## src/rtl/pipeline_hazard_ctrl.sv

```systemverilog
// Hazard and stall control for the 5-stage pipeline.
// Operand hazards, branch flush and data-memory handshake FSM with timeout.
module pipeline_hazard_ctrl #(
  parameter int unsigned TIMEOUT = 255,
  parameter int unsigned CNT_W   = 32
) (
  input  logic             clk,
  input  logic             rst_n,
  input  logic [4:0]       id_rs1_addr,
  input  logic [4:0]       id_rs2_addr,
  input  logic             id_rs1_used,
  input  logic             id_rs2_used,
  input  logic             id_is_branch,
  input  logic             id_branch_taken,
  input  logic [4:0]       ex_reg_addr,
  input  logic             ex_mem_read,
  input  logic [4:0]       mem_reg_addr,
  input  logic             mem_mem_read,
  input  logic             mem_mem_write,
  input  logic             dmem_ready,
  output logic             dmem_req,
  output logic             mem_stall,
  output logic             stall,
  output logic             if_id_nop,
  output logic             id_ex_nop,
  output logic             mem_err,
  output logic [CNT_W-1:0] stall_cnt,
  output logic [CNT_W-1:0] flush_cnt,
  output logic [CNT_W-1:0] mstall_cnt
);

  localparam int TW = $clog2(TIMEOUT + 1);

  typedef enum logic [1:0] {
    IDLE,
    BUSY,
    ERROR
  } state_t;

  state_t        state_q, state_d;
  logic [TW-1:0] timer_q, timer_d;

  logic ex_nz, mem_nz;
  logic rs1_ex, rs2_ex, rs1_mm, rs2_mm;
  logic lu, bex, bmm, haz;
  logic acc, req, ms;

  assign ex_nz  = ex_reg_addr != 5'd0;
  assign mem_nz = mem_reg_addr != 5'd0;

  assign rs1_ex = id_rs1_used && (id_rs1_addr == ex_reg_addr);
  assign rs2_ex = id_rs2_used && (id_rs2_addr == ex_reg_addr);
  assign rs1_mm = id_rs1_used && (id_rs1_addr == mem_reg_addr);
  assign rs2_mm = id_rs2_used && (id_rs2_addr == mem_reg_addr);

  assign lu  = ex_mem_read && ex_nz && (rs1_ex || rs2_ex);
  assign bex = id_is_branch && ex_nz && (rs1_ex || rs2_ex);
  assign bmm = id_is_branch && mem_mem_read && mem_nz
            && (rs1_mm || rs2_mm);
  assign haz = lu || bex || bmm;

  // A pending stall defers the flush until operands are ready
  assign stall     = rst_n && haz;
  assign id_ex_nop = rst_n && haz;
  assign if_id_nop = rst_n && id_branch_taken && !haz;

  assign acc = mem_mem_read || mem_mem_write;

  always_comb begin
    state_d = state_q;
    timer_d = timer_q;
    req     = 1'b0;
    ms      = 1'b0;
    unique case (state_q)
      IDLE: begin
        req = acc;
        ms  = acc && !dmem_ready;
        if (acc && !dmem_ready) begin
          state_d = BUSY;
          timer_d = TW'(1);
        end
      end
      BUSY: begin
        req = 1'b1;
        ms  = !dmem_ready;
        if (dmem_ready) begin
          state_d = IDLE;
          timer_d = '0;
        end else if (timer_q == TW'(TIMEOUT)) begin
          state_d = ERROR;
        end else begin
          timer_d = timer_q + TW'(1);
        end
      end
      ERROR: begin
        ms = 1'b1;
      end
      default: begin
        state_d = IDLE;
        timer_d = '0;
      end
    endcase
  end

  assign dmem_req  = rst_n && req;
  assign mem_stall = rst_n && ms;
  assign mem_err   = rst_n && (state_q == ERROR);

  always_ff @(posedge clk or negedge rst_n) begin
    if (!rst_n) begin
      state_q <= IDLE;
      timer_q <= '0;
    end else begin
      state_q <= state_d;
      timer_q <= timer_d;
    end
  end

  always_ff @(posedge clk or negedge rst_n) begin
    if (!rst_n) begin
      stall_cnt  <= '0;
      flush_cnt  <= '0;
      mstall_cnt <= '0;
    end else begin
      if (haz && !ms)
        stall_cnt <= stall_cnt + CNT_W'(1);
      if (id_branch_taken && !haz && !ms)
        flush_cnt <= flush_cnt + CNT_W'(1);
      if (ms)
        mstall_cnt <= mstall_cnt + CNT_W'(1);
    end
  end

endmodule

```

## config.mk

```make
export PLATFORM = sky130hd
export DESIGN_NAME = pipeline_hazard_ctrl
export DESIGN_NICKNAME = d
export VERILOG_FILES = /design/src/rtl/pipeline_hazard_ctrl.sv
export SDC_FILE = /design/constraint.sdc
export NUM_CORES = 1
export LEC_CHECK = 0
export CAP_MARGIN = 20
export CELL_PAD_IN_SITES_DETAIL_PLACEMENT = 0
export CELL_PAD_IN_SITES_GLOBAL_PLACEMENT = 1
export CORE_UTILIZATION = 39
export CTS_BUF_LIST = sky130_fd_sc_hd__clkbuf_4 sky130_fd_sc_hd__clkbuf_8 sky130_fd_sc_hd__clkbuf_16
export DETAILED_ROUTE_END_ITERATION = 16
export PLACE_DENSITY = 0.86
export SLEW_MARGIN = 20
export SYNTH_ARGS = -nofsm -noshare
export SYNTH_HDL_FRONTEND = slang
export SYNTH_SLANG_ARGS = --single-unit
```

## constraint.sdc

```tcl
create_clock -name clk -period 2.3 [get_ports clk]
set_input_delay 0.345 -clock clk [delete_from_list [all_inputs] [get_ports clk]]
set_output_delay 0.345 -clock clk [all_outputs]
set_load 0.05 [all_outputs]
```

# Word-level counts from Yosys, hierarchy flattened
# Cells that the tools add are included.
# word_totals
regBits	106
inputBits	30
out_inout_bits	102
word_cells	64
# op_classes
addsub	4
eq_ne	10
n_mux	10
bitwise	1
n_reduce_logical	34
# ops
cell	n
32-bit by 1-bit adder with 32-bit output (second input constant)	3
8-bit two-way mux	3
8-bit one-hot mux with 3 select lines	1
1-bit logical AND	21
5-bit equality test	4
5-bit nonzero test	2
8-bit by 1-bit adder with 8-bit output (second input constant)	1
8-bit equality test (second input constant)	1
2-bit two-way mux	3
3-bit inequality test (second input constant)	2
2-bit one-hot mux with 3 select lines	1
3-bit AND reduction	2
1-bit logical OR	5
1-bit logical NOT	3
1-bit one-hot mux with 3 select lines	1
2-bit by 1-bit equality test with 1-bit output (second input constant)	1
2-bit equality test (second input constant)	1
2-bit logical NOT	1
2-bit inequality test (second input constant)	1
1-bit one-hot mux with 2 select lines	1
1-bit inverter	1

# Depth between registers and ports, before layout
# Gate-level depths: netlist of the first run.
# depth
depth_word	9
ltp_mapped	8
mapped_depth_nobuf	6

# Least setup slack after synthesis of the first run
# No wires, ideal clock.
# synth_path
path_type	input to output
from	input ex_reg_addr[1]
to	output if_id_nop
arrival_time_ns	2.392
required_time_ns	1.955
slack_ns	-0.437
stages	4
path_buffers	0
cell_sequence	or4_1 o22a_2 a22o_1 nor3_1
# synth_between
elab_chain_len	8
elab_cells_between_ends	14
cone_classes	eq/ne (2); reduce/logical (12)
# synth_rtl
element	line	text
start: declaration	15	input logic [4:0] ex_reg_addr,
5-bit equality test (on tied branches)	51, 52	
1-bit logical AND (on tied branches)	51, 52	
1-bit logical OR	56, 57	
1-bit logical AND (on tied branches)	56, 57	
1-bit logical OR * (2 in a row)	60	assign haz = lu || bex || bmm;
1-bit logical NOT *	65	assign if_id_nop = rst_n && id_branch_taken && !haz;
1-bit logical AND *	65	
end: declaration	24	output logic if_id_nop,
# Every way passes the cells marked *; elsewhere a longest branch is shown, timed or not.

# Worst setup path after layout of the first run
# Same ends and word-level chain as after synthesis.

==> impl_metrics.tcl, run 1 <==
set metrics [dict create \
    dp_hpwl_mm 10.3 \
    drtPass1Iterations 4 \
    postSynthCellCount 504 \
    fillCellCount 1166 \
    grt_max_degree 95 \
    p_leak_nw 3.51 \
    grt_pass1_vias 4431 \
    antenna_found_initial 1 \
    ioPinCount 132 \
    cts_made_buffers 9 \
    die-area_sq_um 14400 \
    drv_slew 0 \
    seq_area_frac_synth_pct 48.7 \
    numPortBuffers 131 \
    slew-limit-headroom_pct 61.0 \
    htreeDepth 3 \
    synth.distinct_cells 48 \
    wl_mm 14.1 \
    synth_edf_count 0 \
    cts_num_sinks 106 \
    cp_num_cells 6 \
    synth_ff_type "dfrtp_1" \
    dp_slack_ns -0.359 \
    crit_chain "dlygate4sd2_1 -> or4_1 -> o22a_2 -> a22o_4 -> nor3_4 -> buf_12" \
    avgSynthCellArea_sq_um 10.8 \
    synth_compound_area_share_pct 3.58 \
    synth_fa_ha_area_share_pct 0.919 \
    grt_first_pass_wirelength_mm 23.4 \
    timing.fmax_mhz 445 \
    yosys.area_share.simple_pct 25.2 \
    gp_congestion 0.852 \
    netlist_area_sq_um 5450 \
    crit_slowest_cell "or4_1" \
    synth_seq_cells 106 \
    cts_tree "built" \
    powerDensity_nw_per_um2 662 \
    syn_to_final_growth_pct 42.8 \
    rr_worst_depth 7 \
    startpoint_type "primary input" \
    mostFrequentLayoutCells "dfrtp_1 (106), clkdlybuf4s50_1 (104), xnor2_1 (93)" \
    wl_per_cell_um 16.2 \
    setup_violations 0 \
    clockRootBuffer "clkbuf_16" \
    worst_slew_pin_slew_ns 0.583 \
    vdd_ir_drop_max_mv 0.776 \
    cp_top_family "simple AND/OR/NAND/NOR gates" \
    min_path_type "in -> async" \
    num_vias 4448 \
    power_mw 5.15 \
    n_antenna_cell 0 \
    critPathBufInv 2 \
    clkTransAtPathRegs_ns 0.08 \
    synth_mux_area_share_pct 0.413 \
    critPathRequiredTime_ns 1.96 \
    finalClockSkew_ns 0.0117 \
    rsz0062_at_grt "false" \
    status "finished clean" \
    grt_overflow 0 \
    cap_violations 0 \
    final_hold_viol_count 0 \
    seq_area_sq_um 2650 \
    num_rows 42 \
    vias_per_cell 5.12 \
    drive_gt1_share_pct 16.6 \
    fin_util_pct 57.8 \
    ys_warn_count 0 \
    crit_path_max_incr_delay_ns 0.47 \
    finalCritPeriodShare_pct 97.8 \
    endpoint_kind "output port" \
    postSynth.asyncResetShare_pct 100 \
    synth-xor-area-share_pct 18.8 \
    syn-num-nets 538 \
    track_usage_pct 20.7 \
    core_sq_um 13500 \
    crit_type "in -> out" \
    setup_tns_ns 0 \
    cp.arrival_ns 1.90 \
    crit_path_max_fanout 3 \
    period_needed_ns 2.25 \
    fin_ws_ns 0.0515 \
    drtIter0Drc 275 \
    antenna_left 0 \
    die_height_um 120 \
    multi_input_comb_area_sq_um 2720 \
    synth_top_family_by_area "simple AND/OR/NAND/NOR gates" \
    fp.dieW_um 120 \
    drcViolationCount 0 \
    clock_latency_ns 0.36 \
    final_common_cell "dfrtp_1" \
    finalNetCount 722 \
    max-clock-path-buffers 2 \
    initial_core_util_pct 40.5 \
]
[path summary, 6_finish.rpt]
| path | start | end | slack, ns |
|---|---|---|---|
| setup / recovery | ex_reg_addr[1] | if_id_nop | 0.05 |
| hold / removal | rst_n | timer_q[6]$_DFFE_PN0P_ | 0.09 |
| setup reg to reg | state_q[0]$_DFFE_PN0P_ | stall_cnt[18]$_DFFE_PN0P_ | 0.18 |
| hold reg to reg | stall_cnt[31]$_DFFE_PN0P_ | stall_cnt[31]$_DFFE_PN0P_ | 0.47 |
| max in group asynchronous | rst_n | flush_cnt[4]$_DFFE_PN0P_ | 1.33 |
| min in group clk | stall_cnt[31]$_DFFE_PN0P_ | stall_cnt[31]$_DFFE_PN0P_ | 0.47 |
[sequential cells by signal, summed over array words and instances (netlist names)]
register	flops
flush_cnt	32
mstall_cnt	32
stall_cnt	32
state_q	2
timer_q	8
[power breakdown]
part | internal, mW | switching, mW | leakage, nW
Sequential | 2.00 | 0.192 | 1.43
Clock | 0.765 | 0.784 | 0.144
Combinational | 0.528 | 0.887 | 1.94
[repair_timing]
action                                  4_1_cts  5_1_grt
hold buffers                                  1        0
resized for setup                            26       13
pin swaps                                     7        9
setup buffers                                 4        0
hold endpoints to repair                     12        0
endpoints found under the setup margin        3        9
[cell usage after synthesis, types with 3 or more instances]
cell type    n  area, sq um
and3_1      19          119
nand2_1     46          173
nor4_1       6         37.5
and4_1       5         43.8
nand4_2      9          113
buf_6        3         33.8
xor2_1      22          193
ha_1         4         50.1
nand3_1     25          125
nand4_1     35          219
nor2_1      22         82.6
buf_2        3         15.0
clkbuf_1     3         11.3
dfrtp_1    106         2650
buf_4        4         30.0
nor3_1      17         85.1
a21oi_1      3         15.0
or3_1        5         31.3
and2_1      17          106
o21ai_0      5         25.0
xnor2_1     93          815
inv_1       11         41.3
nand3_2     10          100
[cell families (layout without fill, tap and decap cells)]
kind of cell | count (synthesis) | after routing
AND/OR/NAND/NOR | 229 | 229
XOR/XNOR | 116 | 116
flip-flops | 106 | 106
buffers and inverters | 24 | 213
AO/OA/AOI/OAI | 23 | 23
adder cells (fa/ha/maj) | 4 | 4
multiplexers | 2 | 2
[per-stage QoR]
step | instance area, sq um | std cells | hold slack (ns)
3_3_place_gp | 7390 | 848 | 0.221
4_1_cts | 7750 | 869 | 0.114
6_report | 7780 | 869 | 0.0910
5_1_grt | 7780 | 869 | 0.124
2_1_floorplan | 5450 | 504 | 0.0494
3_5_place_dp | 7390 | 848 | 0.220
[area by class of cell]
| type | count | share of cell area (%) |
|---|---|---|
| Clock inverter | 7 | 0.884 |
| Inverter | 11 | 0.531 |
| Clock buffer | 9 | 2.89 |
| Tap cell | 176 | 2.83 |
| Timing Repair Buffer | 186 | 23.8 |
| Multi-Input combinational cell | 374 | 34.9 |
| Sequential cell | 106 | 34.1 |
[layer usage]
layer | vias to the layer above | wire (um) | global-route usage, %
met1 | 2187 | 6910 | 29.6
met5 | - | 9 | 0
met2 | 111 | 6410 | 31.8
met3 | 13 | 590 | 3.87
li1 | 2135 | - | -
met4 | 2 | 155 | 6.48
(Power assumes the default switching activity.)
==> inputs of run 2 (changes only) <==
- SLEW_MARGIN: 20 -> unset
==> results of run 2 <==
Final layout, timing and power as in run 1 (identical DEF).
==> inputs of run 3 (changes only) <==
- CORE_MARGIN: unset -> 5
- CTS_CLUSTER_DIAMETER: unset -> 120
==> run 3 against run 2 <==
Net effect:
- clock skew decreased by 0.0031 ns
- critical path type unchanged
- wire length decreased by 2.5%
- cell count increased by 0.35%
- final area decreased by 0.39%
- sequential share of layout area increased by 0.13 points
- total power decreased by 1.2%
- die area increased by 14%
- via count decreased by 0.88%
- clock-buffer cell count increased by 3
- sequential power about the same
- clock power decreased by 4%
- worst setup slack about the same
==> impl_metrics.tcl, run 3 (synthesis gave the netlist of run 1 again) <==
set metrics [dict create \
    drtIter0Drc 276 \
    cp.arrival_ns 1.90 \
    drcViolationCount 0 \
    crit_type "in -> out" \
    grt_overflow 0 \
    cts_tree "built" \
    wl_per_cell_um 15.7 \
    gp_congestion 0.847 \
    final_hold_viol_count 0 \
    antenna_found_initial 0 \
    period_needed_ns 2.25 \
    top_regs "flush_cnt (32), mstall_cnt (32), stall_cnt (32)" \
    grt_pass1_vias 4538 \
    die_height_um 128 \
    slew-limit-headroom_pct 64.2 \
    setup_violations 0 \
    num_rows 43 \
    final_common_cell "clkdlybuf4s50_1" \
    drive_gt1_share_pct 17.2 \
    cts_made_buffers 9 \
    whs_ns 0.402 \
    startpoint_type "primary input" \
    timing.fmax_mhz 445 \
    finalCritPeriodShare_pct 97.8 \
    track_usage_pct 17.1 \
    finalNetCount 721 \
    n_antenna_cell 0 \
    htreeDepth 3 \
    numPortBuffers 131 \
    powerDensity_nw_per_um2 657 \
    fp.dieW_um 128 \
    startpoint "id_rs2_addr[4]" \
    rr_worst_depth 8 \
    num_vias 4409 \
    p_leak_nw 3.45 \
    wl_mm 13.7 \
    fin_util_pct 56.3 \
    grt_max_degree 94 \
    vias_per_cell 5.06 \
    min_path_type "in -> async" \
    mostFrequentLayoutCells "clkdlybuf4s50_1 (110), dfrtp_1 (106), xnor2_1 (93)" \
    max-clock-path-buffers 2 \
    endpoint_kind "output port" \
    dp_hpwl_mm 10.4 \
    die-area_sq_um 16400 \
    core_sq_um 13800 \
    clock_latency_ns 0.35 \
    crit_path_max_fanout 3 \
    cap_violations 0 \
    drv_slew 0 \
    syn_to_final_growth_pct 42.3 \
    rsz0062_at_grt "false" \
    finalClockSkew_ns 0.00864 \
    antenna_left 0 \
    worst_slew_pin_slew_ns 0.535 \
    clkTransAtPathRegs_ns 0.07 \
    critPathRequiredTime_ns 1.96 \
    vdd_ir_drop_max_mv 0.665 \
    drtPass1Iterations 4 \
    worst_r2r_startpoint "state_q[1]$_DFFE_PN0P_" \
    clockRootBuffer "clkbuf_16" \
    ioPinCount 132 \
    cts_num_sinks 106 \
    status "finished clean" \
    initial_core_util_pct 39.6 \
    grt_first_pass_wirelength_mm 22.8 \
]
==> run 3: changes by cell type in the layout (fill, tap and decap cells not counted), moves of 2 or more <==
cell | before | now
clkdlybuf4s15_1 | 3 | 1
dlygate4sd2_1 | 5 | 1
clkdlybuf4s50_1 | 104 | 110
clkbuf_8 | 0 | 3
clkinv_4 | 2 | 0
nor3_2 | 0 | 2
clkbuf_2 | 0 | 3
inv_6 | 4 | 0
clkinv_2 | 0 | 2
clkinvlp_4 | 0 | 2
dlymetal6s2s_1 | 10 | 6
==> run 3: critical path, stage by stage <==
cell             delay [ns]
clkdlybuf4s50_1        0.53
xnor2_1                0.15
nand4_1                0.14
o22ai_2                0.23
a22o_4                 0.18
and2_4                 0.18
buf_12                 0.14
==> run 3: cell type report <==
type | count | area [sq um]
tap | 180 | 225
multi-input combinational | 374 | 2720
fill | 1201 | 6020
sequential | 106 | 2650
inverter | 11 | 41.3
timing repair buffer | 185 | 1820
clock buffer | 12 | 267
clock inverter | 4 | 25.0
==> run 3: where the power goes <==
part,internal [mW],switching (mW),leakage [nW]
clock network,0.820,0.673,0.141
logic,0.536,0.877,1.89
registers,2.00,0.184,1.43
total,3.36,1.73,3.45
==> run 3: stage by stage <==
stage	instance area (sq um)	setup TNS, ns	setup WS, ns	cells	power (mW)
floorplan	5450	-0.00834	-0.00834	504	3.05
global placement	7400	-12.88	-0.366	852	3.61
detailed placement	7400	-14.73	-0.347	852	3.63
CTS	7730	0	0.000636	871	5.15
global route	7750	0	0.00920	872	5.33
finish	7750	0	0.0515	872	5.09
==> run 3: metal layers <==
| metal | up-vias | track usage, % | wire length, um |
|---|---|---|---|
| met1 | 2162 | 22.9 | 6130 |
| met5 | - | 0 | 0 |
| met2 | 104 | 27.9 | 6720 |
| met4 | 0 | 5.87 | 239 |
| li1 | 2124 | - | - |
| met3 | 19 | 3.25 | 629 |
==> run 3: repair_timing <==
item	CTS	global route
endpoints found under the hold margin	13	0
pin swaps	7	10
setup buffers	2	1
hold buffers	1	0
endpoints found under the setup margin	3	5
gates resized for setup	26	12
==> run 3: path summary, 6_finish.rpt <==
kind                                         endpoint  slack (ns)
max in group asynchronous  mstall_cnt[28]$_DFFE_PN0P_        1.14
min                         flush_cnt[12]$_DFFE_PN0P_        0.40
max reg2reg                mstall_cnt[24]$_DFFE_PN0P_        0.20
max                                         id_ex_nop        0.05
min in group clk           mstall_cnt[31]$_DFFE_PN0P_        0.47
min reg2reg                mstall_cnt[31]$_DFFE_PN0P_        0.47
